--- src/rtl/muldiv_sequencer.sv ---
// Iterative MULT/MULTU/DIV/DIVU unit owning the architectural HI/LO registers.
// Radix-2 shift-add multiply and restoring divide over magnitudes, sign fix-up in a final cycle.
module muldiv_sequencer #(
    parameter int unsigned WIDTH = 32
) (
    input  logic             clk,
    input  logic             reset_n,
    input  logic             start,
    input  logic [1:0]       op,
    input  logic [WIDTH-1:0] in1,
    input  logic [WIDTH-1:0] in2,
    input  logic             flush,
    input  logic             hi_we,
    input  logic             lo_we,
    input  logic [WIDTH-1:0] wdata,
    input  logic             rd_hilo,
    output logic             busy,
    output logic             done,
    output logic [WIDTH-1:0] hi,
    output logic [WIDTH-1:0] lo,
    output logic             stall
);

    localparam int unsigned W     = WIDTH;
    localparam int unsigned AW    = 2 * WIDTH;
    localparam int unsigned CNT_W = $clog2(WIDTH);

    typedef enum logic [1:0] {
        S_IDLE = 2'd0,
        S_CALC = 2'd1,
        S_FIX  = 2'd2
    } state_t;

    state_t           r_state, w_state_nxt;
    logic [CNT_W-1:0] r_cnt, w_cnt_nxt;
    logic [AW-1:0]    r_acc, w_acc_nxt;
    logic [W-1:0]     r_opnd, w_opnd_nxt;
    logic             r_neg1, w_neg1_nxt;
    logic             r_neg2, w_neg2_nxt;
    logic             r_is_div, w_is_div_nxt;
    logic             r_div0, w_div0_nxt;
    logic             r_busy, w_busy_nxt;
    logic             r_done, w_done_nxt;
    logic [W-1:0]     r_hi, w_hi_nxt;
    logic [W-1:0]     r_lo, w_lo_nxt;

    // Operand magnitudes: only signed ops (op[0]==0) take the two's-complement absolute value
    logic         w_neg1, w_neg2;
    logic [W-1:0] w_mag1, w_mag2;
    assign w_neg1 = ~op[0] & in1[W-1];
    assign w_neg2 = ~op[0] & in2[W-1];
    assign w_mag1 = w_neg1 ? -in1 : in1;
    assign w_mag2 = w_neg2 ? -in2 : in2;

    // Multiply step: add multiplicand into upper half when the multiplier LSB is set, shift right
    logic [W:0]    w_sum;
    logic [AW-1:0] w_mul_acc;
    assign w_sum     = {1'b0, r_acc[AW-1:W]} + (r_acc[0] ? {1'b0, r_opnd} : '0);
    assign w_mul_acc = {w_sum, r_acc[W-1:1]};

    // Divide step: shift {rem, quotient} left, trial-subtract divisor from the (W+1)-bit remainder
    logic [W:0]    w_part;
    logic          w_ge;
    logic [W-1:0]  w_diff;
    logic [AW-1:0] w_div_acc;
    assign w_part    = r_acc[AW-1:W-1];
    assign w_ge      = w_part >= {1'b0, r_opnd};
    assign w_diff    = w_part[W-1:0] - r_opnd;
    assign w_div_acc = {(w_ge ? w_diff : w_part[W-1:0]), r_acc[W-2:0], w_ge};

    // Sign correction applied in FIX
    logic [AW-1:0] w_prod;
    logic [W-1:0]  w_quo, w_rem;
    assign w_prod = (r_neg1 ^ r_neg2) ? -r_acc : r_acc;
    assign w_quo  = r_div0 ? '1 : ((r_neg1 ^ r_neg2) ? -r_acc[W-1:0] : r_acc[W-1:0]);
    assign w_rem  = r_neg1 ? -r_acc[AW-1:W] : r_acc[AW-1:W];

    always_comb begin
        w_state_nxt  = r_state;
        w_cnt_nxt    = r_cnt;
        w_acc_nxt    = r_acc;
        w_opnd_nxt   = r_opnd;
        w_neg1_nxt   = r_neg1;
        w_neg2_nxt   = r_neg2;
        w_is_div_nxt = r_is_div;
        w_div0_nxt   = r_div0;
        w_hi_nxt     = r_hi;
        w_lo_nxt     = r_lo;
        w_done_nxt   = 1'b0;

        case (r_state)
            S_IDLE: begin
                if (hi_we) w_hi_nxt = wdata;
                if (lo_we) w_lo_nxt = wdata;
                if (start && !flush) begin
                    w_state_nxt  = S_CALC;
                    w_cnt_nxt    = '0;
                    w_neg1_nxt   = w_neg1;
                    w_neg2_nxt   = w_neg2;
                    w_is_div_nxt = op[1];
                    w_div0_nxt   = op[1] && (in2 == '0);
                    w_acc_nxt    = {{W{1'b0}}, (op[1] ? w_mag1 : w_mag2)};
                    w_opnd_nxt   = op[1] ? w_mag2 : w_mag1;
                end
            end
            S_CALC: begin
                if (flush) begin
                    w_state_nxt = S_IDLE;
                    w_cnt_nxt   = '0;
                end else begin
                    w_acc_nxt = r_is_div ? w_div_acc : w_mul_acc;
                    w_cnt_nxt = r_cnt + CNT_W'(1);
                    if (r_cnt == CNT_W'(W - 1)) begin
                        w_state_nxt = S_FIX;
                        w_cnt_nxt   = '0;
                    end
                end
            end
            S_FIX: begin
                w_state_nxt = S_IDLE;
                if (!flush) begin
                    w_done_nxt = 1'b1;
                    if (r_is_div) begin
                        w_hi_nxt = w_rem;
                        w_lo_nxt = w_quo;
                    end else begin
                        w_hi_nxt = w_prod[AW-1:W];
                        w_lo_nxt = w_prod[W-1:0];
                    end
                end
            end
            default: w_state_nxt = S_IDLE;
        endcase

        w_busy_nxt = (w_state_nxt != S_IDLE);
    end

    always_ff @(posedge clk or negedge reset_n) begin
        if (!reset_n) begin
            r_state  <= S_IDLE;
            r_cnt    <= '0;
            r_acc    <= '0;
            r_opnd   <= '0;
            r_neg1   <= 1'b0;
            r_neg2   <= 1'b0;
            r_is_div <= 1'b0;
            r_div0   <= 1'b0;
            r_busy   <= 1'b0;
            r_done   <= 1'b0;
            r_hi     <= '0;
            r_lo     <= '0;
        end else begin
            r_state  <= w_state_nxt;
            r_cnt    <= w_cnt_nxt;
            r_acc    <= w_acc_nxt;
            r_opnd   <= w_opnd_nxt;
            r_neg1   <= w_neg1_nxt;
            r_neg2   <= w_neg2_nxt;
            r_is_div <= w_is_div_nxt;
            r_div0   <= w_div0_nxt;
            r_busy   <= w_busy_nxt;
            r_done   <= w_done_nxt;
            r_hi     <= w_hi_nxt;
            r_lo     <= w_lo_nxt;
        end
    end

    assign busy  = r_busy;
    assign done  = r_done;
    assign hi    = r_hi;
    assign lo    = r_lo;
    assign stall = r_busy & (rd_hilo | start | hi_we | lo_we);

endmodule

--- config.mk ---
export PLATFORM = sky130hd
export DESIGN_NAME = muldiv_sequencer
export DESIGN_NICKNAME = d
export VERILOG_FILES = /design/src/rtl/muldiv_sequencer.sv
export SDC_FILE = /design/constraint.sdc
export NUM_CORES = 1
export LEC_CHECK = 0
export BUFFER_PORTS_ARGS = -buffer_cell sky130_fd_sc_hd__buf_4
export CAP_MARGIN = 20
export CELL_PAD_IN_SITES_DETAIL_PLACEMENT = 1
export CELL_PAD_IN_SITES_GLOBAL_PLACEMENT = 2
export CORE_MARGIN = 5
export CORE_UTILIZATION = 38
export DETAILED_ROUTE_END_ITERATION = 6
export PLACE_DENSITY = 0.95
export SETUP_SLACK_MARGIN = 0.15
export SKIP_LAST_GASP = 1
export SYNTH_ARGS = -nofsm -noshare
export SYNTH_HDL_FRONTEND = slang
export SYNTH_SLANG_ARGS = --single-unit
--- constraint.sdc ---
create_clock -name clk -period 6.65 [get_ports clk]
set_input_delay 0.3325 -clock clk [delete_from_list [all_inputs] [get_ports clk]]
set_output_delay 0.3325 -clock clk [all_outputs]
set_load 0.02 [all_outputs]
==> results by group, run 1 <==
Run status
  • Status: complete, no violations

Clock network
  • CTS tree: built
  • Clock slew seen by the registers of the worst setup and hold paths: around 0.08 ns
  • H-Tree Depth: 4
  • Clock Latency Late Sink: ~0.45 ns
  • Maximum buffer depth of the clock tree: 2
  • Number of buffers added by the clock tree synthesis step: 17
  • Post-cts sizing count: 0
  • Post-CTS Repair Setup Buffers: 0
  • Total number of clock tree sinks: between 150 and 200
  • Hold buffer count at cts: 1
  • Cell at the root of the clock tree: sky130_fd_sc_hd__clkbuf_16

Place
  • Total instance count after detailed placement: around 2600
  • Final RePlAce weighted congestion: between 0.9 and 1
  • Half-perimeter wire length after detailed placement: between 40000 and 50000 microns
  • Count of buffers from port buffering: between 150 and 200

GRT
  • Global routing's busiest layer: met2
  • Wire length of the first global-routing pass: around 100000 microns
  • Met2 usage: about 45%
  • Initial antenna violation count: 0
  • All-Layer GR Usage: between 20% and 30%
  • Global-route met3 utilization: under 10%
  • Sum of overflow across all layers after global routing: 0
  • Vias in the first global route: ~17000
  • GR met1 Demand/Resource: a little under two fifths
  • Largest net degree at the start of global routing: 87

Worst setup path
  • Crit path max fanout: 11
  • Reg-to-reg slack, setup: around 2.6 ns
  • Critical Path Source: r_acc[41]
  • CP endpoint kind: flop
  • Capture instance of the worst register-to-register path: r_acc[63]
  • Startpoint types: flop
  • Crit path kind: reg -> reg
  • Worst flop-to-flop path startpoint: r_acc[41]
  • CP Data Arrival Time: between 4 and 5 ns
  • Worst R2R Path Depth: 9
  • CP required: 6.95 ns

Drt
  • Final routed DRC violation total: 0
  • First-pass iteration count of the detailed router: 5
  • Routed length per instance: approximately 24 microns
  • Via count normalized by instance count: 6.20
  • Iteration-0 DRC Markers: ~1300
  • Vias: 16200
  • Final ANT Viol Nets: 0
  • Final routed wirelength across all metal layers: between 60000 and 70000 microns

STA
  • Worst clock skew: between 0.015 and 0.02 ns
  • Final critical path time including I/O delays and setup: between 4 and 5 ns
  • Worst Tran Pin Value: 1.08 ns
  • Final setup TNS: 0 ns
  • Hold Worst Slack: 0.195 ns
  • Worst slew margin: around 27%
  • Number of setup violations in the final report: 0
  • Highest achievable clock rate: ~240 MHz
  • Final-report hold violation count: 0
  • RSZ-0062 raised after global routing: false
  • Final number of max-transition violations: 0
  • Fin crit share: around 60%

Synthesis
  • Share of synthesized area occupied by flip-flops and latches: 28.2%
  • Post-synthesis net count: 2157
  • Area share of fa/ha/maj cells after synthesis: 5.96%
  • Xor/xnor share of the synthesized area: 9.18%
  • Mapped Cells: 1980
  • Post-Synth Simple-Gate Area: between 10% and 20%
  • Yosys warnings: 0
  • Leading cell types by count after synthesis: sky130_fd_sc_hd__a21oi_1 (200), sky130_fd_sc_hd__o21ai_0 (195), sky130_fd_sc_hd__nor2_1 (187), sky130_fd_sc_hd__nand2_1 (185), sky130_fd_sc_hd__dfrtp_1 (173)
  • Main combinational cell family by area after synthesis: compound AO/OA/AOI/OAI gates
  • Average size of a mapped cell: roughly 7.8 sq um
  • Area fraction in compound gates after synthesis: around 28%
  • Async S/R FF share, synth: between 90% and 100%
  • Cell taking the most area after synthesis: sky130_fd_sc_hd__dfrtp_1
  • Most used standard cell by instance count after synthesis: sky130_fd_sc_hd__a21oi_1
  • Cell area after technology mapping: around 15000 sq um
  • Share of synthesized area spent on multiplexers: 3.91%
  • Ranking of synthesized cells by area: sky130_fd_sc_hd__dfrtp_1 (28%), sky130_fd_sc_hd__a21oi_1 (6.5%), sky130_fd_sc_hd__o21ai_0 (6.4%)
  • Most used flip-flop cell after synthesis: sky130_fd_sc_hd__dfrtp_1
  • Post-synth top area share: between 20% and 30%
  • Count of state elements after synthesis: ~170
  • Count of flip-flops with a built-in enable after synthesis: 0
  • Number of distinct standard cells referenced by the synthesized netlist: 85

Finish
  • Final core utilization: ~44%
  • Area taken by multi-input logic gates: 10300 sq um
  • Layout Nets: ~2300
  • Count of inserted antenna diode cells: 0
  • Share of layout cells above drive strength 1: between 10% and 20%
  • Layout overhead on the synthesized area: 14.7%
  • Area taken by flip-flops and latches: around 4300 sq um
  • Number of inserted filler cells in the final layout: just under 5000
  • Number of cells in the finished layout apart from fillers: roughly 2600

Hold path
  • Worst Min Path Start: wdata[22]
  • Hold path cells: 3
  • Type of the tightest min-delay check: in -> reg
  • Worst hold path endpoint: hi[22]

Die
  • Chip Width: ~210 microns
  • Area of the die: 44500 sq um
  • Initial standard-cell utilization of the core: approximately two fifths
  • I/O pin count: roughly 170
  • Core box area: 39800 sq um
  • Die outline height: ~210 microns
  • Number of placement rows: 73

Power and ir drop
  • Overall power: around 7200 uW
  • Peak ir drop on the vdd network: roughly 0.21 mV
  • LEAKAGE: roughly 0.0076 uW
  • Ratio of total power to cell area: between 400 and 500 nW/um^2

Flow run
  • Total of max-cap violations: 0
==> metal layers <==
layer | share of wire [%] | vias to the layer above
met2 | 46 | 608
met4 | 4.1 | 0
met3 | 6.6 | 105
li1 | - | 7423
met1 | 43 | 8088
met5 | 0 | -
==> power by group <==
part           switching, uW  total (uW)  internal (uW)
Clock                    514        1010            494
Combinational           2720        4340           1620
Sequential               515        1810           1300
==> state kept, by name (all words and copies together) (netlist names) <==
signal,count
r_neg2,1
done,1
r_opnd,32
r_state,2
lo,32
r_neg1,1
r_cnt,5
r_div0,1
r_is_div,1
hi,32
busy,1
r_acc,64
==> logic make-up after synthesis <==
kind of cell,after synthesis
compound gates,686
flops,173
mux,59
xor+xnor,161
buf+inv,199
simple gates,630
fa+ha+maj,72
==> through the flow <==
| step | worst slack, ns | instance area [sq um] |
|---|---|---|
| floorplan | 3.67 | 15400 |
| global placement | 2.77 | 17000 |
| detailed placement | 2.74 | 17000 |
| CTS | 2.69 | 17600 |
| global route | 2.48 | 17600 |
| finish | 2.56 | 17600 |
==> layout make-up <==
cell class | instances | share of cell area (%)
multi-input cells | 1608 | 58.4
flip-flops and latches | 173 | 24.6
repair buffers | 192 | 8.26
well taps | 525 | 3.73
clock buffers | 18 | 2.44
inverters | 86 | 1.83
clock inverters | 14 | 0.732
==> layout by cell type (no fill, tap or decap), types with 7 or more instances in the layout <==
master and count:
sky130_fd_sc_hd__nand3_1 33, sky130_fd_sc_hd__clkbuf_16 17, sky130_fd_sc_hd__nor4_1 18, sky130_fd_sc_hd__nand2b_1 21, sky130_fd_sc_hd__ha_1 70, sky130_fd_sc_hd__o31ai_1 22
sky130_fd_sc_hd__o211ai_1 19, sky130_fd_sc_hd__a21boi_0 7, sky130_fd_sc_hd__mux2_2 8, sky130_fd_sc_hd__dfrtp_1 172, sky130_fd_sc_hd__nor2_1 185, sky130_fd_sc_hd__a32oi_1 7
sky130_fd_sc_hd__a21oi_1 199, sky130_fd_sc_hd__nand4_1 13, sky130_fd_sc_hd__inv_1 85, sky130_fd_sc_hd__nor3_1 44, sky130_fd_sc_hd__o221ai_1 10, sky130_fd_sc_hd__o21ai_0 195
sky130_fd_sc_hd__nor3b_1 8, sky130_fd_sc_hd__o22ai_1 35, sky130_fd_sc_hd__nor2b_1 12, sky130_fd_sc_hd__o41ai_1 8, sky130_fd_sc_hd__and3_1 22, sky130_fd_sc_hd__nand2_1 185
sky130_fd_sc_hd__or4_1 9, sky130_fd_sc_hd__a211oi_1 29, sky130_fd_sc_hd__o21ai_1 8, sky130_fd_sc_hd__mux2i_1 51, sky130_fd_sc_hd__o22a_1 9, sky130_fd_sc_hd__a22oi_1 10
sky130_fd_sc_hd__and2_1 7, sky130_fd_sc_hd__a221oi_1 9, sky130_fd_sc_hd__a21o_1 26, sky130_fd_sc_hd__xnor2_1 96, sky130_fd_sc_hd__o21bai_1 7, sky130_fd_sc_hd__o21a_1 10
sky130_fd_sc_hd__a31oi_1 23, sky130_fd_sc_hd__xor2_1 65, sky130_fd_sc_hd__or3_1 35, sky130_fd_sc_hd__buf_4 189
==> critical path, cell delays in order, from the launching register on <==
cell and delay [ns]:
sky130_fd_sc_hd__dfrtp_1 0.57, sky130_fd_sc_hd__ha_1 0.50, sky130_fd_sc_hd__nand3_1 0.17, sky130_fd_sc_hd__or3_4 0.44, sky130_fd_sc_hd__a21oi_4 0.18, sky130_fd_sc_hd__a211oi_4 0.13, sky130_fd_sc_hd__a2111oi_4 0.79, sky130_fd_sc_hd__o21ai_0 0.36
sky130_fd_sc_hd__nor4b_1 0.70, sky130_fd_sc_hd__a211oi_1 0.09
==> how the worst max path moves through the flow <==
stage,cells after the start,to
floorplan,13,r_acc[58]
global placement,11,r_acc[59]
detailed placement,9,r_acc[63]
CTS,9,r_acc[63]
global route,9,r_acc[63]
finish,9,r_acc[63]
(Power assumes the default switching activity.)
==> run 2: changes to the inputs <==
--- a/config.mk
+++ b/config.mk
@@ -10,9 +10,9 @@
 export CELL_PAD_IN_SITES_DETAIL_PLACEMENT = 1
 export CELL_PAD_IN_SITES_GLOBAL_PLACEMENT = 2
 export CORE_MARGIN = 5
-export CORE_UTILIZATION = 38
+export CORE_UTILIZATION = 32
 export DETAILED_ROUTE_END_ITERATION = 6
-export PLACE_DENSITY = 0.95
+export PLACE_DENSITY = 0.87
 export SETUP_SLACK_MARGIN = 0.15
 export SKIP_LAST_GASP = 1
 export SYNTH_ARGS = -nofsm -noshare
==> constraint.sdc (replaced) <==
create_clock -name clk -period 3.5 [get_ports clk]
set_input_delay 0.175 -clock clk [delete_from_list [all_inputs] [get_ports clk]]
set_output_delay 0.175 -clock clk [all_outputs]
set_load 0.02 [all_outputs]
==> run 2 against run 1 <==
Clock power grew 97%; hold slack lost 0.18 ns; sequential cell count is the same; register-to-register slack lost 2.3 ns; clock skew shrank 0.0027 ns; global-route usage shrank 3.2 points; combinational power grew 110%; sequential share of layout area shrank 1.1 points; final cell count grew 6.2%; wire length grew 4.9%; utilization shrank 5.6 points.
==> results by group, run 2 (synthesis gave the netlist of run 1 again) <==
Run status
  • Status: complete, no violations

Clock network
  • Clock slew seen by the registers of the worst setup and hold paths: 0.08 ns (about the same)
  • H-Tree Depth: 4 (unchanged)
  • CTS tree: built
  • Maximum buffer depth of the clock tree: 2 (unchanged)
  • Cell at the root of the clock tree: sky130_fd_sc_hd__clkbuf_16
  • Total number of clock tree sinks: 173 (unchanged)
  • Number of buffers added by the clock tree synthesis step: 17 (unchanged)
  • Clock Latency Late Sink: 0.48 ns (+0.03 ns)

Die
  • Initial standard-cell utilization of the core: 32.2% (-6.3 points)
  • Chip Width: 229 microns (+8.5%)
  • Core box area: 47600 sq um (+20%)
  • Number of placement rows: 80 (+9.6%)
  • Die outline height: 229 microns (+8.5%)
  • I/O pin count: 172 (unchanged)
  • Area of the die: 52500 sq um (+18%)

Power and ir drop
  • Pint: 7010 uW (+110%)
  • Ratio of total power to cell area: 779 nW/um^2 (+92%)
  • Peak ir drop on the vdd network: 0.446 mV (+110%)
  • Fraction of power consumed by the clock network: 13.9% (-0.2 points)
  • Fraction of power consumed by sequential logic: 21.5% (-3.8 points)
  • LEAKAGE: 0.00805 uW (+5.3%)
  • Part of the power in combinational logic: 64.7% (+4.1 points)
  • Sw power: 7330 uW (+95%)
  • Switching part of the total power: 51.1% (-1.3 points)

Finish
  • Most common cell after layout, fill and taps aside: sky130_fd_sc_hd__buf_4
  • Flip-flop count of the largest register after layout: 64 (unchanged)
  • Area taken by flip-flops and latches: 4330 sq um (about the same)
  • Count of inserted antenna diode cells: 0 (unchanged)
  • Largest register by flop count: r_acc
  • Number of cells in the finished layout apart from fillers: 2779 (+6.2%)
  • Layout overhead on the synthesized area: 19.8%
  • Area taken by multi-input logic gates: 10300 sq um (+0.46%)
  • Number of inserted filler cells in the final layout: 5768 (+17%)
  • Post-route design area: 18400 sq um (+4.5%)
  • Commonest cells after routing, fill and taps aside: sky130_fd_sc_hd__buf_4 (257), sky130_fd_sc_hd__a21oi_1 (198), sky130_fd_sc_hd__o21ai_0 (193)
  • Share of layout cells above drive strength 1: 16.0% (+3.4 points)
  • Layout Nets: 2328 (+3.2%)

Worst setup path
  • Top Family by Delay on Critical Path: compound AO/OA/AOI/OAI gates
  • CP endpoint kind: flop
  • Crit path kind: reg -> reg
  • Number of buffer and inverter stages on the critical path: 2 (+2)
  • CP Data Arrival Time: 3.62 ns (-0.77 ns)
  • Longest individual stage delay on the worst path: 0.49 ns (-0.30 ns)
  • Startpoint types: flop
  • Crit path max-delay cell type: sky130_fd_sc_hd__dfrtp_2
  • Crit path max fanout: 7 (-4)
  • Series of cell instances along the critical path: ha_2 > nand3_1 > or3_4 > a21oi_4 > a211oi_4 > buf_12 > a2111oi_4 > buf_4 > nor3_1 > a311o_1 > a31oi_1
  • CP required: 3.90 ns (-3.05 ns)

STA
  • Final-report hold violation count: 0 (unchanged)
  • Hold Worst Slack: 0.0169 ns (-0.178 ns)
  • Final Worst Setup Slack: 0.278 ns (-2.28 ns)
  • Highest achievable clock rate: 310 MHz (+27%)
  • Fin crit share: 92.0% (+31 points)
  • Number of setup violations in the final report: 0 (unchanged)
  • Final critical path time including I/O delays and setup: 3.22 ns (-0.869 ns)
  • Final number of max-transition violations: 0 (unchanged)
  • Final setup TNS: 0 ns (unchanged)
  • RSZ-0062 raised after global routing: true
  • Worst slew margin: 40.5% (+13 points)
  • Worst clock skew: 0.0147 ns (-0.00270 ns)
  • Worst Tran Pin Value: 0.891 ns (-0.190 ns)

GRT
  • Wire length of the first global-routing pass: 102000 microns (+4.3%)
  • Global-route met3 utilization: 3.55% (-0.28 points)
  • GR met1 Demand/Resource: 32.7% (-4.6 points)
  • Largest net degree at the start of global routing: 68 (-22%)
  • Met2 usage: 40.2% (-4.7 points)
  • Initial antenna violation count: 0 (unchanged)
  • Sum of overflow across all layers after global routing: 0 (unchanged)
  • All-Layer GR Usage: 24.4% (-3.2 points)
  • Global routing's busiest layer: met2
  • Vias in the first global route: 16600 (+0.60%)

Place
  • Total instance count after detailed placement: 2739 (+6.0%)
  • Count of buffers from port buffering: 171 (unchanged)
  • Half-perimeter wire length after detailed placement: 52800 microns (+6.4%)
  • Final RePlAce weighted congestion: 0.960 (-2.9%)
  • Area post-placement: 17700 sq um (+3.8%)
  • Worst slack at placement: -0.0462 ns (-2.78 ns)

Drt
  • Final routed DRC violation total: 0 (unchanged)
  • Final routed wirelength across all metal layers: 66600 microns (+4.9%)
  • Routed length per instance: 23.9 microns (-1.3%)
  • Vias: 16400 (+0.80%)
  • First-pass iteration count of the detailed router: 5 (unchanged)
  • Iteration-0 DRC Markers: 1274 (-3.3%)
  • Final ANT Viol Nets: 0 (unchanged)
  • Via count normalized by instance count: 5.88 (-5.1%)

Hold path
  • Type of the tightest min-delay check: in -> reg

Flow run
  • Total of max-cap violations: 0 (unchanged)
run 2: per-stage QoR:
stage / power [uW] / util, %
2_1_floorplan: 8750 / -
3_3_place_gp: 11800 / 37.1
3_5_place_dp: 12000 / 37.1
4_1_cts: 14000 / 38.4
5_1_grt: 15200 / 38.6
6_report: 14300 / 38.6
run 2: worst paths after layout:
kind	slack, ns	cells after the start	end	start
worst max-delay path	0.28	11	r_acc[41]	r_acc[39]
max in group asynchronous	2.40	3	r_acc[58]	reset_n
worst min register to register	0.48	2	r_opnd[25]	r_opnd[25]
min in group asynchronous	0.26	2	lo[5]	reset_n
worst max register to register	0.28	11	r_acc[41]	r_acc[39]
worst min-delay path	0.02	3	lo[12]	wdata[12]
run 2: tightest hold or removal path: stages:
cell	delay [ns]
sky130_fd_sc_hd__buf_4	0.09
sky130_fd_sc_hd__o22ai_1	0.07
sky130_fd_sc_hd__o21ai_0	0.13
run 2: what timing repair did:
item	4_1_cts	5_1_grt
pin swaps	1	4
setup buffers	2	4
resized for setup	1	13
hold endpoints to repair	66	0
gates cloned	0	0
endpoints found under the setup margin	12	34
hold buffers	2	0
run 2: area by class of cell:
| type | count | area share (%) |
|---|---|---|
| inverter | 86 | 1.75 |
| clock inverter | 15 | 0.904 |
| sequential | 173 | 23.5 |
| timing repair buffer | 265 | 11.1 |
| multi-input combinational | 1608 | 56.2 |
| clock buffer | 17 | 2.31 |
| tap | 615 | 4.18 |
run 2: metal layers:
metal | share of wire, % | wire length [microns]
met1 | 44 | 29100
met2 | 46 | 30700
met3 | 6.2 | 4140
met4 | 3.9 | 2610
met5 | 0 | 0
run 2: power groups by stage:
stage	combinational, uW	sequential, uW	clock (uW)
2_1_floorplan	5670	3070	0
3_3_place_gp	8690	3060	0
3_5_place_dp	8910	3090	0
4_1_cts	8980	3050	2010
5_1_grt	9960	3130	2090
6_report	9280	3080	1990
==> run 3: changes to the inputs <==
--- a/config.mk
+++ b/config.mk
@@ -10,9 +10,9 @@
 export CELL_PAD_IN_SITES_DETAIL_PLACEMENT = 1
 export CELL_PAD_IN_SITES_GLOBAL_PLACEMENT = 2
 export CORE_MARGIN = 5
-export CORE_UTILIZATION = 32
+export CORE_UTILIZATION = 30
 export DETAILED_ROUTE_END_ITERATION = 6
-export PLACE_DENSITY = 0.87
+export PLACE_DENSITY = 0.83
 export SETUP_SLACK_MARGIN = 0.15
 export SKIP_LAST_GASP = 1
 export SYNTH_ARGS = -nofsm -noshare
==> run 3 against run 2 <==
First-iteration DRC count down 12%; sequential share of layout area down 0.35 points; combinational power up 2%; clock power up 6%; total power up 1.6%; critical path depth unchanged; final cell count up 2.8%; critical path type unchanged; critical endpoint is now r_acc[59].
==> results by group, run 3 (synthesis gave the netlist of run 1 again) <==
Run status
  • Status: complete, no violations

Drt
  • Final ANT Viol Nets: 0 (unchanged)
  • Vias: 16400 (+0.13%)
  • Final routed DRC violation total: 0 (unchanged)
  • Routed length per instance: 24.1 microns (+0.52%)
  • First-pass iteration count of the detailed router: 5 (unchanged)
  • Final routed wirelength across all metal layers: 68800 microns (+3.3%)
  • Via count normalized by instance count: 5.73 (-2.6%)
  • Iteration-0 DRC Markers: 1127 (-12%)

Clock network
  • Clock Latency Late Sink: 0.48 ns (about the same)
  • CTS tree: built
  • H-Tree Depth: 4 (unchanged)
  • Cell at the root of the clock tree: sky130_fd_sc_hd__clkbuf_16
  • Number of buffers added by the clock tree synthesis step: 17 (unchanged)
  • Total number of clock tree sinks: 173 (unchanged)
  • Maximum buffer depth of the clock tree: 2 (unchanged)
  • Clock slew seen by the registers of the worst setup and hold paths: 0.08 ns (about the same)

STA
  • Number of setup violations in the final report: 0 (unchanged)
  • Worst slew margin: 31.3% (-9.1 points)
  • Final number of max-transition violations: 0 (unchanged)
  • Worst clock skew: 0.0190 ns (+0.00424 ns)
  • Highest achievable clock rate: 305 MHz (-1.7%)
  • Worst Tran Pin Value: 1.03 ns (+0.139 ns)
  • RSZ-0062 raised after global routing: true
  • Fin crit share: 93.6% (+1.6 points)
  • Final setup TNS: 0 ns (unchanged)
  • Final critical path time including I/O delays and setup: 3.28 ns (+0.0550 ns)
  • Final-report hold violation count: 0 (unchanged)

Finish
  • Post-route design area: 18700 sq um (+1.5%)
  • Layout overhead on the synthesized area: 21.6%
  • Count of inserted antenna diode cells: 0 (unchanged)
  • Most common cell after layout, fill and taps aside: sky130_fd_sc_hd__buf_4
  • Number of cells in the finished layout apart from fillers: 2857 (+2.8%)
  • Area taken by multi-input logic gates: 10400 sq um (+0.50%)
  • Number of inserted filler cells in the final layout: 6153 (+6.7%)
  • Flip-flop count of the largest register after layout: 64 (unchanged)
  • Area taken by flip-flops and latches: 4330 sq um (about the same)
  • Largest register by flop count: r_acc
  • Share of layout cells above drive strength 1: 16.7% (+0.69 points)
  • Layout Nets: 2341 (+0.56%)
  • Commonest cells after routing, fill and taps aside: sky130_fd_sc_hd__buf_4 (271), sky130_fd_sc_hd__a21oi_1 (197), sky130_fd_sc_hd__o21ai_0 (194)

Worst setup path
  • CP endpoint kind: flop
  • Crit path max-delay cell type: sky130_fd_sc_hd__a211oi_4
  • Longest individual stage delay on the worst path: 0.46 ns (-0.03 ns)
  • Series of cell instances along the critical path: ha_1 > a21o_1 > a21o_1 > a21o_1 > a211oi_4 > a2111oi_4 > buf_4 > o21ai_0 > buf_4 > a21oi_1 > o41ai_1
  • Crit path max fanout: 8 (+1)
  • CP Data Arrival Time: 3.65 ns (+0.03 ns)
  • Startpoint types: flop
  • Reg-to-reg slack, setup: 0.22 ns (-0.06 ns)
  • Capture instance of the worst register-to-register path: r_acc[59]
  • Crit path kind: reg -> reg
  • Worst flop-to-flop path startpoint: r_acc[45]
  • Number of buffer and inverter stages on the critical path: 2 (unchanged)
  • Top Family by Delay on Critical Path: compound AO/OA/AOI/OAI gates
  • CP required: 3.87 ns (-0.03 ns)
  • Worst R2R Path Depth: 11 (unchanged)
  • Worst path most repeated cell: sky130_fd_sc_hd__a21o_1

Power and ir drop
  • Peak ir drop on the vdd network: 0.448 mV (+0.40%)
  • LEAKAGE: 0.00814 uW (+1.1%)
  • Ratio of total power to cell area: 781 nW/um^2 (+0.16%)

Hold path
  • Hold path cells: 3 (unchanged)
  • Worst Min Path Start: wdata[5]
  • Type of the tightest min-delay check: in -> reg
  • Worst hold path endpoint: lo[5]

GRT
  • All-Layer GR Usage: 23.8% (-0.66 points)
  • Largest net degree at the start of global routing: 78 (+15%)
  • Sum of overflow across all layers after global routing: 0 (unchanged)
  • Wire length of the first global-routing pass: 104000 microns (+1.9%)
  • Initial antenna violation count: 1 (+1)
  • Vias in the first global route: 16600 (+0.018%)

Place
  • Count of buffers from port buffering: 171 (unchanged)
  • Area post-placement: 17900 sq um (+0.97%)
  • Final RePlAce weighted congestion: 0.937 (-2.4%)
  • Total instance count after detailed placement: 2817 (+2.8%)
  • Half-perimeter wire length after detailed placement: 55000 microns (+4.2%)

Die
  • I/O pin count: 172 (unchanged)
  • Core box area: 51000 sq um (+7.0%)
  • Chip Width: 236 microns (+3.1%)
  • Initial standard-cell utilization of the core: 30.1% (-2.1 points)
  • Number of placement rows: 83 (+3.8%)
  • Die outline height: 236 microns (+3.1%)
  • Area of the die: 55800 sq um (+6.4%)

Flow run
  • Total of max-cap violations: 0 (unchanged)
run 3: cell types whose count changed in the layout (fill, tap and decap cells not counted), sizes merged:
| cell | previous run | this run |
|---|---|---|
| buf | 263 | 276 |
| clkinv | 5 | 7 |
| bufinv | 0 | 1 |
| inv | 94 | 92 |
| clkinvlp | 2 | 1 |
run 3: final cells by class:
type                            count  area share (%)
Clock buffer                       17            2.28
Tap cell                          680            4.56
Multi-Input combinational cell   1608            55.6
Clock inverter                     15            1.15
Inverter                           86            1.73
Sequential cell                   173            23.2
Timing Repair Buffer              278            11.5
run 3: how the worst max path moves through the flow:
stage	from	endpoint	slack, ns	cells after the start
after global placement	r_acc[31]	r_acc[58]	0.18	13
after floorplan	r_acc[31]	r_acc[58]	0.52	13
after global routing	r_opnd[10]	r_acc[63]	0.07	11
after CTS	r_acc[0]	r_acc[57]	0.17	13
after detailed placement	r_acc[50]	r_acc[51]	0.03	9
final	r_acc[45]	r_acc[59]	0.22	11
run 3: tightest hold or removal path, cell delays in order:
cell and delay [ns]:
sky130_fd_sc_hd__buf_4 0.09, sky130_fd_sc_hd__o22ai_1 0.07, sky130_fd_sc_hd__o21ai_0 0.13
run 3: metal layers:
layer / up-vias / global-route usage, % / part of all wire (%)
met5: - / 0 / 0.029
met3: 89 / 4.03 / 5.6
met1: 8226 / 31.6 / 45
met2: 479 / 39.0 / 46
met4: 2 / 8.57 / 3.7
li1: 7579 / - / -
run 3: per-stage QoR:
stage / worst slack [ns] / utilization, % / hold slack, ns / power [uW]
2_1_floorplan: 0.520 / - / -0.121 / 8750
5_1_grt: 0.0659 / 36.6 / 0.0265 / 15500
4_1_cts: 0.171 / 36.5 / 0.00246 / 14300
3_5_place_dp: 0.0316 / 35.0 / 0.308 / 12100
3_3_place_gp: 0.180 / 35.0 / 0.297 / 12000
6_report: 0.223 / 36.6 / 0.0257 / 14600
run 3: where the power goes:
group	switching, uW	internal, uW
Clock	1050	1050
Combinational	5860	3580
Sequential	567	2470
run 3: timing repair:
item,CTS,global route
pin swaps,2,5
hold buffers,2,0
setup buffers,5,1
resized for setup,4,16
hold endpoints to repair,75,0
setup endpoints to repair,18,27
